File: config.mk
export PLATFORM = sky130hd
export DESIGN_NAME = dfd_apb_seq_master
export DESIGN_NICKNAME = d
export VERILOG_FILES = /design/src/rtl/dfd_apb_seq_master.sv
export SDC_FILE = /design/constraint.sdc
export NUM_CORES = 1
export LEC_CHECK = 0
export CAP_MARGIN = 30
export CELL_PAD_IN_SITES_DETAIL_PLACEMENT = 0
export CELL_PAD_IN_SITES_GLOBAL_PLACEMENT = 1
export CORE_MARGIN = 2
export CORE_UTILIZATION = 25
export DETAILED_ROUTE_END_ITERATION = 7
export HOLD_SLACK_MARGIN = 0.06
export PLACE_DENSITY = 0.58
export RECOVER_POWER = 25
export SLEW_MARGIN = 10
export SYNTH_ARGS = -nofsm -noshare
export SYNTH_HDL_FRONTEND = slang
export SYNTH_SLANG_ARGS = --single-unit
File: constraint.sdc
create_clock -name clk -period 4 [get_ports clk]
set_input_delay 0.8 -clock clk [delete_from_list [all_inputs] [get_ports clk]]
set_output_delay 0.8 -clock clk [all_outputs]
set_load 0.05 [all_outputs]
File: src/rtl/dfd_apb_seq_master.sv
// APB4 requester for DFD MMR bring-up: queued WRITE/READ/POLL commands,
// one APB transfer at a time, one response per command.
module dfd_apb_seq_master #(
    parameter int ADDR_WIDTH     = 23,
    parameter int DATA_WIDTH     = 32,
    parameter int CMD_DEPTH      = 4,
    parameter int PREADY_TIMEOUT = 256,
    parameter int POLL_MAX       = 1024,
    parameter int POLL_GAP       = 4,
    localparam int STRB_WIDTH    = DATA_WIDTH / 8
) (
    input  logic                  clk,
    input  logic                  reset,
    input  logic                  cmd_valid,
    output logic                  cmd_ready,
    input  logic [1:0]            cmd_op,
    input  logic [ADDR_WIDTH-1:0] cmd_addr,
    input  logic [DATA_WIDTH-1:0] cmd_wdata,
    input  logic [DATA_WIDTH-1:0] cmd_mask,
    input  logic [STRB_WIDTH-1:0] cmd_strb,
    output logic                  rsp_valid,
    input  logic                  rsp_ready,
    output logic [DATA_WIDTH-1:0] rsp_rdata,
    output logic                  rsp_err,
    output logic                  rsp_timeout,
    output logic [15:0]           rsp_attempts,
    output logic [ADDR_WIDTH-1:0] paddr,
    output logic                  psel,
    output logic                  penable,
    output logic [STRB_WIDTH-1:0] pstrb,
    output logic                  pwrite,
    output logic [DATA_WIDTH-1:0] pwdata,
    input  logic                  pready,
    input  logic [DATA_WIDTH-1:0] prdata,
    input  logic                  pslverr,
    output logic                  busy
);

    localparam int PW       = $clog2(CMD_DEPTH);
    localparam int TW       = $clog2(PREADY_TIMEOUT + 1) + 1;
    localparam int GW       = $clog2(POLL_GAP + 1) + 1;
    localparam int PT_LAST  = (PREADY_TIMEOUT > 0) ? PREADY_TIMEOUT - 1 : 0;
    localparam int GAP_LAST = (POLL_GAP > 0) ? POLL_GAP - 1 : 0;
    localparam bit PT_EN    = (PREADY_TIMEOUT > 0);

    typedef enum logic [1:0] {
        OP_WRITE = 2'd0,
        OP_READ  = 2'd1,
        OP_POLL  = 2'd2,
        OP_RSVD  = 2'd3
    } op_e;

    typedef enum logic [2:0] {
        S_IDLE,
        S_SETUP,
        S_ACCESS,
        S_GAP,
        S_RESP
    } state_e;

    typedef struct packed {
        op_e                   op;
        logic [ADDR_WIDTH-1:0] addr;
        logic [DATA_WIDTH-1:0] wdata;
        logic [DATA_WIDTH-1:0] mask;
        logic [STRB_WIDTH-1:0] strb;
    } cmd_t;

    state_e                state_q, state_d;
    cmd_t                  fifo_mem [CMD_DEPTH];
    cmd_t                  fifo_head;
    logic [PW:0]           wr_ptr, rd_ptr;
    logic                  full, empty, push, pop;

    op_e                   w_op;
    logic                  w_write;
    logic [ADDR_WIDTH-1:0] w_addr;
    logic [DATA_WIDTH-1:0] w_wdata, w_mask;
    logic [STRB_WIDTH-1:0] w_strb;
    logic [TW-1:0]         wait_cnt;
    logic [GW-1:0]         gap_cnt;
    logic [15:0]           attempts;
    logic [DATA_WIDTH-1:0] rdata_q;
    logic                  err_q, timeout_q;

    logic                  poll_match, poll_last, pready_expired;
    logic [15:0]           attempts_inc;

    assign empty     = (wr_ptr == rd_ptr);
    assign full      = (wr_ptr[PW] != rd_ptr[PW]) && (wr_ptr[PW-1:0] == rd_ptr[PW-1:0]);
    assign cmd_ready = !reset && !full;
    assign push      = cmd_valid && cmd_ready;
    assign pop       = (state_q == S_IDLE) && !empty;
    assign fifo_head = fifo_mem[rd_ptr[PW-1:0]];

    assign poll_match     = ((prdata & w_mask) == (w_wdata & w_mask));
    assign poll_last      = ({1'b0, attempts} + 17'd1) >= 17'(POLL_MAX);
    assign attempts_inc   = (attempts == 16'hFFFF) ? attempts : attempts + 16'd1;
    assign pready_expired = PT_EN && !pready && (wait_cnt == TW'(PT_LAST));

    always_ff @(posedge clk) begin
        if (push) begin
            fifo_mem[wr_ptr[PW-1:0]] <= '{op_e'(cmd_op), cmd_addr, cmd_wdata, cmd_mask, cmd_strb};
        end
    end

    always_ff @(posedge clk) begin
        if (reset) begin
            state_q <= S_IDLE;
        end else begin
            state_q <= state_d;
        end
    end

    always_comb begin
        state_d = state_q;
        case (state_q)
            S_IDLE:   if (!empty) state_d = S_SETUP;
            S_SETUP:  state_d = S_ACCESS;
            S_ACCESS: begin
                if (pready) begin
                    if (w_op != OP_POLL || pslverr || poll_match || poll_last) begin
                        state_d = S_RESP;
                    end else if (POLL_GAP == 0) begin
                        state_d = S_SETUP;
                    end else begin
                        state_d = S_GAP;
                    end
                end else if (pready_expired) begin
                    state_d = S_RESP;
                end
            end
            S_GAP:    if (gap_cnt == GW'(GAP_LAST)) state_d = S_SETUP;
            S_RESP:   if (rsp_ready) state_d = S_IDLE;
            default:  state_d = S_IDLE;
        endcase
    end

    always_ff @(posedge clk) begin
        if (reset) begin
            wr_ptr    <= '0;
            rd_ptr    <= '0;
            w_op      <= OP_READ;
            w_write   <= 1'b0;
            w_addr    <= '0;
            w_wdata   <= '0;
            w_mask    <= '0;
            w_strb    <= '0;
            wait_cnt  <= '0;
            gap_cnt   <= '0;
            attempts  <= '0;
            rdata_q   <= '0;
            err_q     <= 1'b0;
            timeout_q <= 1'b0;
        end else begin
            if (push) wr_ptr <= wr_ptr + 1'b1;
            if (pop) begin
                rd_ptr    <= rd_ptr + 1'b1;
                // reserved op is folded into READ here so the FSM only sees three ops
                w_op      <= (fifo_head.op == OP_RSVD) ? OP_READ : fifo_head.op;
                w_write   <= (fifo_head.op == OP_WRITE);
                w_addr    <= fifo_head.addr;
                w_wdata   <= fifo_head.wdata;
                w_mask    <= fifo_head.mask;
                w_strb    <= (fifo_head.op == OP_WRITE) ? fifo_head.strb : '0;
                attempts  <= '0;
                rdata_q   <= '0;
                err_q     <= 1'b0;
                timeout_q <= 1'b0;
            end
            case (state_q)
                S_SETUP: wait_cnt <= '0;
                S_ACCESS: begin
                    gap_cnt <= '0;
                    if (pready) begin
                        attempts <= attempts_inc;
                        rdata_q  <= (w_op == OP_WRITE) ? '0 : prdata;
                        err_q    <= pslverr;
                        if (w_op == OP_POLL && !pslverr && !poll_match && poll_last) begin
                            timeout_q <= 1'b1;
                        end
                    end else begin
                        wait_cnt <= wait_cnt + 1'b1;
                        if (pready_expired) begin
                            timeout_q <= 1'b1;
                            rdata_q   <= '0;
                            err_q     <= 1'b0;
                        end
                    end
                end
                S_GAP: gap_cnt <= gap_cnt + 1'b1;
                default: ;
            endcase
        end
    end

    always_comb begin
        psel         = (state_q == S_SETUP) || (state_q == S_ACCESS);
        penable      = (state_q == S_ACCESS);
        paddr        = w_addr;
        pwrite       = w_write;
        pstrb        = w_strb;
        pwdata       = w_wdata;
        rsp_valid    = (state_q == S_RESP);
        rsp_rdata    = rdata_q;
        rsp_err      = err_q;
        rsp_timeout  = timeout_q;
        rsp_attempts = attempts;
        busy         = (state_q != S_IDLE) || !empty;
    end

endmodule

==> flow_summary.yaml <==
outcome:
  status: "finished, final reports clean"
setup_path:
  crit_path_max_incr_delay_ps: 950
  crit_chain: "xor2_1 > nor2_1 > a21oi_1 > clkdlybuf4s50_1"
  critical_path_required_ps: 3200
  critPathArrivalTime_ps: 2660
  critPathBufInv: 1
  regToRegSetupSlack_ps: 1480
  worstReg2RegStart: "wr_ptr[0]$_SDFFE_PP0P_"
  r2r_cells: 5
  critPathSlowestCell: "clkdlybuf4s50_1"
  crit_family: "buffers and inverters"
  crit_path_end_kind: "primary output"
  criticalPathCategory: "reg2out"
  cp_max_fo: 6
  regToRegEndpoint: "fifo_mem[2][78]$_DFFE_PP_"
  start_kind: "register"
min_path:
  min_path_cells: 2
  min_path_type: "reg2reg"
  hp-start: "rsp_rdata[3]$_SDFF_PP0_"
  holdPathEnd: "rsp_rdata[3]$_SDFF_PP0_"
timing:
  setup-violations-final: 0
  max_slew_margin: 0.398
  hold_viol: 0
  slew_viol_final: 0
  worst_pin_slew_ps: 896
  tns_ps: 0
  rsz0062_at_grt: "false"
  fin_crit_sh: 0.865
  min_period_ps: 3460
  finClkSkew_ps: 16.7
  fmax_mhz: 289
grt:
  grt_pass1_wl_um: 83600
  grt_util_all_layers: 0.133
  antenna_found_initial: 20
  grt_pass1_vias: 12500
  grt_max_degree: 93
  overflow: 0
logic_synthesis:
  seq_area_frac_synth: 0.712
  synth_flop_cell: "edfxtp_1"
  ys_async_sr_fraction: 0
  synth_seq_cells: 541
  ys_warn_count: 0
  syn_area_mm2: 0.0204
  yosysTopAreaCell: "edfxtp_1"
  synth_edf_count: 372
  syn-num-nets: 1507
  syn_avg_cell_area_um2: 15.0
  synth.top_cell.area_share: 0.546
  syn_inst: 1367
  synth.distinct_cells: 58
  synth.area.top_cells: "edfxtp_1, dfxtp_1, mux4_2, nand2_1, a21oi_1"
floorplan:
  die_x_um: 290
  ioPinCount: 246
  die-area_mm2: 0.0841
  num_rows: 104
  core_area_mm2: 0.0807
  die_h_um: 290
  start_util: 0.253
place:
  hpwl_um: 36900
  port_buffers: 245
  place_area_mm2: 0.0242
  routabilityCongestion: 0.751
power_and_ir_drop:
  comb_power_share: 0.272
  peakVddDrop_mv: 0.434
  power.share.sequential: 0.400
  switchingPower_uw: 5820
  p_sw_frac: 0.334
  p_int_uw: 11600
  power_density_mw_per_mm2: 663
  leakage_uw: 0.00847
  power_frac_clock: 0.328
cells_and_area:
  area_delta_synth_final_pct: 28.8
  drive_above_1_share: 0.140
  seq_area_mm2: 0.0146
  nets: 1759
  fill_cells: 7919
  fin_area_mm2: 0.0263
  multi_input_comb_area_mm2: 0.00558
  final_util: 0.326
clock_tree:
  clockRootBuffer: "clkbuf_16"
  cts_buffers: 59
  cts.sinks: 541
  cts_resized: 0
  htree_levels: 2
  cts_max_path_buffers: 3
  clk_pin_slew_ps: 60
  cts_tree: "yes"
  clock_latency_ps: 610
  post_cts_buffers: 0
  cts_hold_buf: 0
route:
  finalWirelength_um: 56800
  route.detailed.drc: 0
  drt_iter0_markers: 746
  routed_via_density: 4.47
  vias: 12200
  drtPass1Iterations: 4
  ant_nets: 0
  wire_per_inst_um: 20.8
run:
  cap_violations: 0
-- metal layers --
metal  vias to the layer above  routed length [µm]  GRT usage
met1                      6164               24600      0.171
met5                         -                 114          0
li1                       5631                   -          -
met3                        98                3540     0.0330
met4                        18                1130     0.0316
met2                       302               27400      0.224
-- power groups by stage --
stage               logic [µW]  clock network (µW)  registers, µW
global route              5100                6100           7060
finish                    4740                5720           6980
global placement          4860                   0           7100
CTS                       4900                5890           7000
detailed placement        4880                   0           7110
floorplan                 2280                   0           7710
-- stage by stage --
stage / hold slack (ps) / worst slack (ps) / power (µW) / cells
after floorplan: 436 / 507 / 10000 / 1367
after global placement: 443 / 794 / 12000 / 2618
after detailed placement: 445 / 706 / 12000 / 2618
after CTS: 453 / 484 / 17800 / 2730
after global routing: 467 / 406 / 18300 / 2731
final: 450 / 541 / 17400 / 2734
-- flip-flops by register name, indices dropped and copies added (netlist names), 2 cells and up, named ones only --
name and flops:
w_mask 32, pstrb 4, rsp_rdata 32, wr_ptr 3, rd_ptr 3, rsp_attempts 16
gap_cnt 4, pwdata 32, state_q 3, wait_cnt 10, w_op 2, fifo_mem 372
paddr 23
-- cells by family (layout without fill, tap and decap cells) --
kind of cell,count (synthesis),in the layout,synth area share
compound gates,193,193,0.0531
fa+ha+maj,9,9,0.00551
other cells,0,4,0
simple gates,392,392,0.0853
buf+inv,83,386,0.0174
flops,541,541,0.712
mux,96,96,0.104
xor+xnor,53,53,0.0227
-- layout make-up --
class,instances,area share
clock inverter,40,0.0189
timing repair buffer,268,0.104
multi-input combinational,743,0.212
clock buffer,72,0.0599
sequential,541,0.553
inverter,6,0.000856
tap,1060,0.0504
antenna,4,0.000380
-- Yosys cell counts, types with 2 or more instances --
master      n
o211a_1     2
xnor2_1     9
or2_2       2
buf_6       2
o31ai_1     2
nor4_1      3
mux2i_1     2
and3_1      4
o22ai_1     2
a22oi_1    21
a31oi_1     2
a211oi_1    2
nand2b_1    7
ha_1        9
and4_1      2
dfxtp_1   169
buf_1       5
xor2_1     44
o21ai_0    12
mux4_2     93
nor2b_1     5
edfxtp_1  372
nand3b_1    3
nor2_1     50
nand2_1   230
nand4_1    11
nand3_1    48
a21oi_1   140
or3_1       3
inv_1       6
and2_1      4
buf_2      24
nor3_1      7
clkbuf_1   46
-- worst max-delay path by stage --
stage / from / endpoint / cells past startpoint
finish: wr_ptr[0]$_SDFFE_PP0P_ / cmd_ready / 4
global route: wr_ptr[0]$_SDFFE_PP0P_ / cmd_ready / 4
CTS: wr_ptr[0]$_SDFFE_PP0P_ / cmd_ready / 4
detailed placement: pready / rsp_rdata[10]$_SDFF_PP0_ / 7
global placement: pready / rsp_rdata[3]$_SDFF_PP0_ / 7
floorplan: reset / fifo_mem[3][0]$_DFFE_PP_ / 2
-- layout by cell type (no fill, tap or decap), types with 9 or more instances in the layout --
cell type,synthesis,routed
edfxtp_1,372,372
nand2_1,230,230
clkdlybuf4s50_1,0,178
dfxtp_1,169,167
a21oi_1,140,140
mux4_2,93,93
dlygate4sd3_1,0,66
clkbuf_16,0,60
nor2_1,50,50
nand3_1,48,48
xor2_1,44,44
a22oi_1,21,21
buf_4,0,14
o21ai_0,12,12
nand4_1,11,11
clkinv_2,0,11
bufinv_16,0,10
clkinv_1,0,10
buf_12,0,10
xnor2_1,9,9
ha_1,9,9
clkbuf_1,46,9
-- worst register-to-register path, cell delays in order, from the launching register on --
cell and delay [ps]:
dfxtp_1 430, xor2_1 220, nor2_1 60, a21oi_1 390, and3_4 620, buf_4 460
No activity file was read; power rests on OpenSTA's default activity.
